**config.mk**
```make
export PLATFORM = sky130hd
export DESIGN_NAME = fifo_wr_arbiter_flat
export DESIGN_NICKNAME = d
export VERILOG_FILES = /design/src/rtl/fifo_wr_arbiter_if.sv /design/src/rtl/fifo_wr_arbiter.sv /design/src/flat_wrapper.sv
export SDC_FILE = /design/constraint.sdc
export NUM_CORES = 1
export LEC_CHECK = 0
export BUFFER_PORTS_ARGS = -buffer_cell sky130_fd_sc_hd__clkbuf_2
export CAP_MARGIN = 20
export CORE_MARGIN = 5
export CORE_UTILIZATION = 35
export CTS_BUF_LIST = sky130_fd_sc_hd__clkbuf_4 sky130_fd_sc_hd__clkbuf_8
export CTS_CLUSTER_SIZE = 30
export DETAILED_ROUTE_END_ITERATION = 10
export PLACE_DENSITY = 0.71
export SYNTH_ARGS = -nofsm -noshare
export SYNTH_HDL_FRONTEND = slang
export SYNTH_SLANG_ARGS = --single-unit
```
**constraint.sdc**
```tcl
create_clock -name wr_clk -period 1.9 [get_ports wr_clk]
set_clock_uncertainty 0.05 [all_clocks]
set_input_delay 0.095 -clock wr_clk [delete_from_list [all_inputs] [get_ports wr_clk]]
set_output_delay 0.095 -clock wr_clk [all_outputs]
set_load 0.01 [all_outputs]
```
**src/rtl/fifo_wr_arbiter_if.sv**
```systemverilog
// Bundle of producer handshakes and FIFO write-port signals for fifo_wr_arbiter.
// master = arbiter side, slave = producers/FIFO side.
interface fifo_wr_arbiter_if #(
    parameter int NUM_REQ  = 4,
    parameter int DATA_W   = 16,
    parameter int FIFO_PTR = 5
);
    logic [NUM_REQ-1:0]        req_valid;
    logic [NUM_REQ*DATA_W-1:0] req_data;
    logic [NUM_REQ-1:0]        req_ready;
    logic [NUM_REQ-1:0]        grant;
    logic                      wr_en;
    logic [DATA_W-1:0]         wr_data;
    logic                      fifo_full;
    logic [FIFO_PTR:0]         room_avail;
    logic [NUM_REQ*16-1:0]     stat_cnt;

    modport master (
        input  req_valid, req_data, fifo_full, room_avail,
        output req_ready, grant, wr_en, wr_data, stat_cnt
    );

    modport slave (
        output req_valid, req_data, fifo_full, room_avail,
        input  req_ready, grant, wr_en, wr_data, stat_cnt
    );
endinterface

```
**src/rtl/fifo_wr_arbiter.sv**
```systemverilog
// Round-robin burst arbiter sharing one FIFO write port between NUM_REQ producers.
// Optional per-producer accept counters enabled by defining FIFO_WR_ARB_STAT_EN.
module fifo_wr_arbiter #(
    parameter int NUM_REQ   = 4,
    parameter int DATA_W    = 16,
    parameter int FIFO_D    = 32,
    parameter int FIFO_PTR  = $clog2(FIFO_D),
    parameter int MAX_BURST = 8
) (
    input  logic                wr_clk,
    input  logic                rst_n,
    fifo_wr_arbiter_if.master   bus
);
    localparam int IDX_W = (NUM_REQ > 1) ? $clog2(NUM_REQ) : 1;

    typedef enum logic {IDLE, BURST} state_t;

    state_t              state_reg, state_next;
    logic [IDX_W-1:0]    owner_reg, owner_next;
    logic [IDX_W-1:0]    rr_ptr_reg, rr_ptr_next;
    logic [7:0]          beat_cnt_reg, beat_cnt_next;
    logic                wr_en_reg, wr_en_next;
    logic [DATA_W-1:0]   wr_data_reg, wr_data_next;

    logic                pick_found;
    logic [IDX_W-1:0]    pick_idx;
    logic [IDX_W:0]      cand;
    logic [FIFO_PTR:0]   room_eff;
    logic                space;
    logic                owner_valid;
    logic                accept;
    logic [DATA_W-1:0]   owner_data;
    logic [IDX_W-1:0]    owner_inc;

    // Out-of-range room counts are clamped to the FIFO depth.
    assign room_eff    = (bus.room_avail > (FIFO_PTR+1)'(FIFO_D)) ? (FIFO_PTR+1)'(FIFO_D)
                                                                  : bus.room_avail;
    // The write already on wr_en has not been counted in room_avail yet.
    assign space       = !bus.fifo_full && (room_eff > {{FIFO_PTR{1'b0}}, wr_en_reg});
    assign owner_valid = bus.req_valid[owner_reg];
    assign owner_data  = bus.req_data[owner_reg*DATA_W +: DATA_W];
    assign accept      = (state_reg == BURST) && owner_valid && space;
    assign owner_inc   = (owner_reg == IDX_W'(NUM_REQ-1)) ? '0 : owner_reg + 1'b1;

    // Scan from rr_ptr downwards in priority so the closest valid index wins last.
    always_comb begin
        pick_found = 1'b0;
        pick_idx   = rr_ptr_reg;
        cand       = '0;
        for (int k = NUM_REQ-1; k >= 0; k--) begin
            cand = {1'b0, rr_ptr_reg} + (IDX_W+1)'(k);
            if (cand >= (IDX_W+1)'(NUM_REQ))
                cand = cand - (IDX_W+1)'(NUM_REQ);
            if (bus.req_valid[cand[IDX_W-1:0]]) begin
                pick_found = 1'b1;
                pick_idx   = cand[IDX_W-1:0];
            end
        end
    end

    always_comb begin
        state_next    = state_reg;
        owner_next    = owner_reg;
        rr_ptr_next   = rr_ptr_reg;
        beat_cnt_next = beat_cnt_reg;
        wr_en_next    = 1'b0;
        wr_data_next  = wr_data_reg;
        case (state_reg)
            IDLE: begin
                if (pick_found) begin
                    owner_next    = pick_idx;
                    beat_cnt_next = 8'd0;
                    state_next    = BURST;
                end
            end
            BURST: begin
                if (accept) begin
                    wr_en_next    = 1'b1;
                    wr_data_next  = owner_data;
                    beat_cnt_next = beat_cnt_reg + 8'd1;
                    if (beat_cnt_next == 8'(MAX_BURST)) begin
                        state_next  = IDLE;
                        rr_ptr_next = owner_inc;
                    end
                end else if (!owner_valid) begin
                    state_next  = IDLE;
                    rr_ptr_next = owner_inc;
                end
            end
            default: state_next = IDLE;
        endcase
    end

    always_ff @(posedge wr_clk or negedge rst_n) begin
        if (!rst_n) begin
            state_reg    <= IDLE;
            owner_reg    <= '0;
            rr_ptr_reg   <= '0;
            beat_cnt_reg <= '0;
            wr_en_reg    <= 1'b0;
            wr_data_reg  <= '0;
        end else begin
            state_reg    <= state_next;
            owner_reg    <= owner_next;
            rr_ptr_reg   <= rr_ptr_next;
            beat_cnt_reg <= beat_cnt_next;
            wr_en_reg    <= wr_en_next;
            wr_data_reg  <= wr_data_next;
        end
    end

    always_comb begin
        bus.grant     = '0;
        bus.req_ready = '0;
        if (state_reg == BURST) begin
            bus.grant[owner_reg]     = 1'b1;
            bus.req_ready[owner_reg] = space;
        end
    end

    assign bus.wr_en   = wr_en_reg;
    assign bus.wr_data = wr_data_reg;

`ifdef FIFO_WR_ARB_STAT_EN
    generate
        for (genvar gi = 0; gi < NUM_REQ; gi++) begin : g_stat
            logic [15:0] cnt_reg;
            always_ff @(posedge wr_clk or negedge rst_n) begin
                if (!rst_n)
                    cnt_reg <= '0;
                else if (accept && (owner_reg == IDX_W'(gi)) && (cnt_reg != 16'hFFFF))
                    cnt_reg <= cnt_reg + 16'd1;
            end
            assign bus.stat_cnt[gi*16 +: 16] = cnt_reg;
        end
    endgenerate
`else
    assign bus.stat_cnt = '0;
`endif

endmodule

```
**src/flat_wrapper.sv**
```systemverilog
// flat-port wrapper written by rule: the top's interface ports become plain ports
module fifo_wr_arbiter_flat 
#(
    parameter int NUM_REQ   = 4,
    parameter int DATA_W    = 16,
    parameter int FIFO_D    = 32,
    parameter int FIFO_PTR  = $clog2(FIFO_D),
    parameter int MAX_BURST = 8
)
  (wr_clk, rst_n, bus_req_valid, bus_req_data, bus_fifo_full, bus_room_avail, bus_req_ready, bus_grant, bus_wr_en, bus_wr_data, bus_stat_cnt);
  fifo_wr_arbiter_if #(.NUM_REQ(NUM_REQ), .DATA_W(DATA_W), .FIFO_PTR(FIFO_PTR)) bus_i ();
  input  logic wr_clk;
  input  logic rst_n;
  input wire logic [$bits(bus_i.req_valid)-1:0] bus_req_valid;
  input wire logic [$bits(bus_i.req_data)-1:0] bus_req_data;
  input wire logic [$bits(bus_i.fifo_full)-1:0] bus_fifo_full;
  input wire logic [$bits(bus_i.room_avail)-1:0] bus_room_avail;
  output wire logic [$bits(bus_i.req_ready)-1:0] bus_req_ready;
  output wire logic [$bits(bus_i.grant)-1:0] bus_grant;
  output wire logic [$bits(bus_i.wr_en)-1:0] bus_wr_en;
  output wire logic [$bits(bus_i.wr_data)-1:0] bus_wr_data;
  output wire logic [$bits(bus_i.stat_cnt)-1:0] bus_stat_cnt;
  assign bus_i.req_valid = bus_req_valid;
  assign bus_i.req_data = bus_req_data;
  assign bus_i.fifo_full = bus_fifo_full;
  assign bus_i.room_avail = bus_room_avail;
  assign bus_req_ready = bus_i.req_ready;
  assign bus_grant = bus_i.grant;
  assign bus_wr_en = bus_i.wr_en;
  assign bus_wr_data = bus_i.wr_data;
  assign bus_stat_cnt = bus_i.stat_cnt;
  fifo_wr_arbiter #(.NUM_REQ(NUM_REQ), .DATA_W(DATA_W), .FIFO_D(FIFO_D), .FIFO_PTR(FIFO_PTR), .MAX_BURST(MAX_BURST)) u_core (.wr_clk(wr_clk), .rst_n(rst_n), .bus(bus_i));
endmodule
```
## After elaboration in Yosys (flattened, before gate mapping)

Index checks and enable logic that the tools add are counted.

- Register bits after elaboration: 30
- Output and inout port bits: 89
- Logic and storage cells: 86

- Add/subtract/negate cells: 9
- $lt $le $gt $ge: 12
- Equality and inequality tests: 6
- Shifts and indexed selects: 1
- Multiplexer cells: 41
- Bitwise logic cells: 2
- Reductions and logical operators: 9

Operators by type and width:

| cell | count |
|---|---|
| $shiftx A64 B7 Y16 | 1 |
| $mux W2 | 12 |
| $mux W1 | 16 |
| $mux W8 | 2 |
| $pmux W8 S2 | 1 |
| $lt A2 B3 Y1 const B | 5 |
| $bmux W1 S2 | 5 |
| $ge A3 B3 Y1 const B | 3 |
| $add A8 B1 Y8 const B | 1 |
| $eq A8 B4 Y1 const B | 1 |
| $mux W4 | 2 |
| $sub A2 B1 Y2 const B | 4 |
| $add A2 B2 Y3 const B | 2 |
| $gt A6 B1 Y1 | 1 |
| $gt A6 B6 Y1 const B | 1 |
| $mux W6 | 1 |
| $ne A2 B2 Y1 const B | 3 |
| $reduce_and A2 Y1 | 3 |
| $and A4 B4 Y4 | 1 |
| $logic_and A1 B1 Y1 | 4 |
| $add A2 B1 Y3 const B | 1 |
| $ge A2 B3 Y1 const B | 1 |
| $reduce_and A3 Y1 | 1 |
| $add A2 B1 Y2 const B | 1 |
| other kinds (7) | 7 |

## Longest topological paths before layout

- Depth in word-level cells: 11
- Depth in mapped cells: 8

## Least setup slack after synthesis

Ideal clock, no wire load.

- Path type: flip-flop to flip-flop
- Start: reg u_core.wr_en_reg, in the netlist u_core.bus.wr_en
- End: reg u_core.rr_ptr_reg[0]
- Setup time: 125 ps
- Arrival: 1844 ps
- Slack: -118 ps
- Cell stages (with the launch flop): 7
- Path buffers: 0
- Cell sequence: dfrtp_1 ha_1 o21bai_1 o21a_1 nand4_1 o32a_1 mux2_2

- Cells in the longest elaborated chain, start to end: 5
- Elaborated cells on any way between the ends: 7
- Classes of those cells: 1 x order compare; 2 x eq/ne; 1 x mux; 3 x reduce/logical

RTL lines:

| item | line | text |
|---|---|---|
| start: declaration | fifo_wr_arbiter.sv:22 | `logic wr_en_reg, wr_en_next;` |
| start signal: assignment | fifo_wr_arbiter.sv:107 | `wr_en_reg <= wr_en_next;` |
| $gt A6 B1 Y1 (*) | fifo_wr_arbiter.sv:39 | `assign space = !bus.fifo_full && (room_eff > {{FIFO_PTR{1'b0}}, wr_en_reg});` |
| $logic_and A1 B1 Y1 (*) | fifo_wr_arbiter.sv:39 |  |
| $logic_and A1 B1 Y1 (*) | fifo_wr_arbiter.sv:42 | `assign accept = (state_reg == BURST) && owner_valid && space;` |
| $ne A2 B2 Y1 (no source line) | -- |  |
| $reduce_and A3 Y1 (no source line) | -- |  |
| end signal: assignment | fifo_wr_arbiter.sv:105 | `rr_ptr_reg <= rr_ptr_next;` |
| end: declaration | fifo_wr_arbiter.sv:20 | `logic [IDX_W-1:0] rr_ptr_reg, rr_ptr_next;` |

Every way passes the cells marked *; elsewhere a longest branch is shown, timed or not.
A chain may end at the register's enable or synchronous reset.

## Worst setup path in the final report

- Start: reg u_core.beat_cnt_reg[1]
- End: reg u_core.rr_ptr_reg[0]

- Cells in the longest elaborated chain, start to end: 4

RTL lines:

| item | line | text |
|---|---|---|
| start: declaration | fifo_wr_arbiter.sv:21 | `logic [7:0] beat_cnt_reg, beat_cnt_next;` |
| start signal: assignment | fifo_wr_arbiter.sv:106 | `beat_cnt_reg <= beat_cnt_next;` |
| $add A8 B1 Y8 | fifo_wr_arbiter.sv:80 | `beat_cnt_next = beat_cnt_reg + 8'd1;` |
| $eq A8 B4 Y1 | fifo_wr_arbiter.sv:81 | `if (beat_cnt_next == 8'(MAX_BURST)) begin` |
| $ne A2 B2 Y1 (no source line) | -- |  |
| $reduce_and A3 Y1 (no source line) | -- |  |

Every way passes these cells.

==> results.toml <==
[outcome]
status = "finished, violations left"
violations = "negative setup slack"

[sta]
max_freq_mhz = 523
tightest_slew_ns = 0.775
rsz0062_at_grt = "true"
hold_viol = 0
max-slew-margin-rel = 0.483
tns_ns = -0.0174
min_period_ns = 1.91
setup_viol_count_final = 2
fin_crit_sh = 1.01
whs_ns = 0.143
maxSlewViolCount = 0
fin_ws_ns = -0.0109

[global_routing]
grtUsageMet1 = 0.152
gr-total-overflow = 0
grt_start_max_net_pins = 31
grt_pass1_vias = 2074
use_met3 = 0.0343
grt_pass1_wl_um = 9690
gr-usage-all-layers = 0.137
antenna_found_initial = 0
top_usage_layer = "met2"
use_met2 = 0.250

[clock_network]
cts_root_buffer = "clkbuf_8"
path_clk_slew_ns = 0.07
cts_buffers = 5
clock-sinks = 30
clk_path_buf_depth = 2
cts_tree = "built"
htreeDepth = 2
insertion_delay_ns = 0.28

[drt]
drt-initial-drc-count = 58
vias_per_cell = 4.50
drcViolationCount = 0
dr.pass1.iters = 5
wirelength_um = 6430
ant_nets = 0
vias = 1982
wl_per_cell_um = 14.6

[cells_and_area]
syn2layout_area_growth_pct = 25.2
drive_gt1_frac = 0.503
antenna_cells = 0
largest_reg_flops = 16
most-common-layout-cells = "101 x clkbuf_2, 64 x conb_1, 30 x dfrtp_1, 17 x mux4_2, 15 x buf_4"
nNetsFinal = 427
nFillCells = 657
layout_commonest_cell = "clkbuf_2"

[yosys]
yosysTopAreaCellShare = 0.299
synth_ff_type = "dfrtp_1"
netlist_area_um2 = 2510
synth_top_family_by_area = "multiplexers"
ys_seq_area_frac = 0.299
synth_mux_area_frac = 0.263
ys_top_cells_by_area = "dfrtp_1 30%, buf_4 19%, mux4_2 15%"
yosysUniqueCellTypes = 44
yosys.area_share.adder = 0.0349
synth_compound_area_frac = 0.0788
ys.warnings.count = 0
yosys.area_share.simple = 0.0928
synth-xor-area-share = 0.00699
async_flop_share = 1.00
synth_cells = 226
synth_edf_count = 0
synth_area_per_cell_um2 = 11.1
synth_area_leader_cell = "dfrtp_1"
ys_ff_latch = 30

[worst_setup_path]
worstSetupPathType = "flop to flop"
critPathRequiredTime_ns = 2.02
cp.arrival_ns = 2.03
slowest_delay_ns = 0.43
crit_path_cell_trace = "buf_6 > and3_1 > and3_4 > xor2_2 > o32a_1 > mux2_2"
cp_slowest_cell = "dfrtp_1"
end_kind = "flop"
crit_fanout = 3
critPathLaunchType = "flop"

[power_and_ir_drop]
p_per_area_nw_per_um2 = 1190
p_leak_nw = 1.63
peakVddDrop_v = 0.000330
power_mw = 3.75

[floorplanning]
dieArea_um2 = 8960
initial_core_util = 0.365
ios = 166
placeableCoreArea_um2 = 6870
die_x_um = 94.6
die_h_um = 94.6
core.rowCount = 30

[placement]
hpwl_um = 5090
gp_congestion = 0.749
io_buffer_count = 101
place_ws_ns = -0.0409

[min_path]
hold_class = "input port to flop"

[job]
cap_viol_max_count = 0
[kinds of logic after synthesis]
logic type               count (synthesis)
other                                    1
buffers and inverters                   79
adder cells (fa/ha/maj)                  7
multiplexers                            37
XOR/XNOR                                 2
flip-flops                              30
AO/OA/AOI/OAI                           28
AND/OR/NAND/NOR                         42
[layout make-up]
class / instances / area (um^2) / share of cell area
Clock buffer: 7 / 90.1 / 0.0287
Clock inverter: 1 / 5.00 / 0.00159
Inverter: 8 / 37.5 / 0.0120
Multi-Input combinational cell: 180 / 1500 / 0.477
Sequential cell: 30 / 751 / 0.239
Tap cell: 96 / 120 / 0.0382
Timing Repair Buffer: 118 / 639 / 0.204
[stage by stage]
stage / instance area, um^2 / utilization / std cells
after global routing: 3140 / 0.457 / 440
final: 3140 / 0.457 / 440
after CTS: 3110 / 0.452 / 439
after global placement: 2960 / 0.431 / 428
after detailed placement: 2960 / 0.431 / 428
after floorplan: 2770 / - / 289
[critical path: cells and delay by family, from the launching register on]
family,cells,cell delay (ns)
multiplexers,1,0.28
buffers and inverters,1,0.14
XOR/XNOR,1,0.15
flip-flops,1,0.43
AO/OA/AOI/OAI,1,0.39
AND/OR/NAND/NOR,2,0.36
[final timing paths]
check / from / end / slack, ns / depth (start not counted)
setup / recovery: u_core.beat_cnt_reg[1] / u_core.rr_ptr_reg[0] / -0.01 / 6
hold / removal: bus_req_valid[3] / u_core.owner_reg[1] / 0.14 / 3
setup reg to reg: u_core.beat_cnt_reg[1] / u_core.rr_ptr_reg[0] / -0.01 / 6
hold reg to reg: u_core.bus.wr_data[15] / u_core.bus.wr_data[15] / 0.46 / 1
max in group asynchronous: rst_n / u_core.bus.wr_data[0] / 0.93 / 2
min in group asynchronous: rst_n / u_core.bus.wr_data[13] / 0.37 / 2
[power breakdown]
group	switching (mW)	total (mW)	internal, mW
clock network	0.245	0.551	0.306
registers	0.175	1.07	0.894
logic	1.00	2.13	1.13
total	1.42	3.75	2.33
[cells in the mapped netlist (4+ instances only)]
cell	n
o21ai_0	8
ha_1	7
mux4_2	17
and2_1	8
mux2_2	5
dfrtp_1	30
nand2_1	7
mux2_4	14
and3_1	4
nor2_1	10
inv_1	7
buf_4	64
[repair_timing]
action / in CTS / in global routing
pin swaps: 3 / 3
endpoints found under the hold margin: 30 / 0
buffers inserted: 2 / 1
gates resized for setup: 5 / 7
hold buffers: 1 / 0
endpoints found under the setup margin: 3 / 7
gates cloned: 0 / 0
[metal layers]
layer  wire (um)  part of all wire
met5           0                 0
met4          84             0.013
met3         672              0.10
met2        3280              0.51
met1        2400              0.37
No activity file was read; power rests on OpenSTA's default activity.
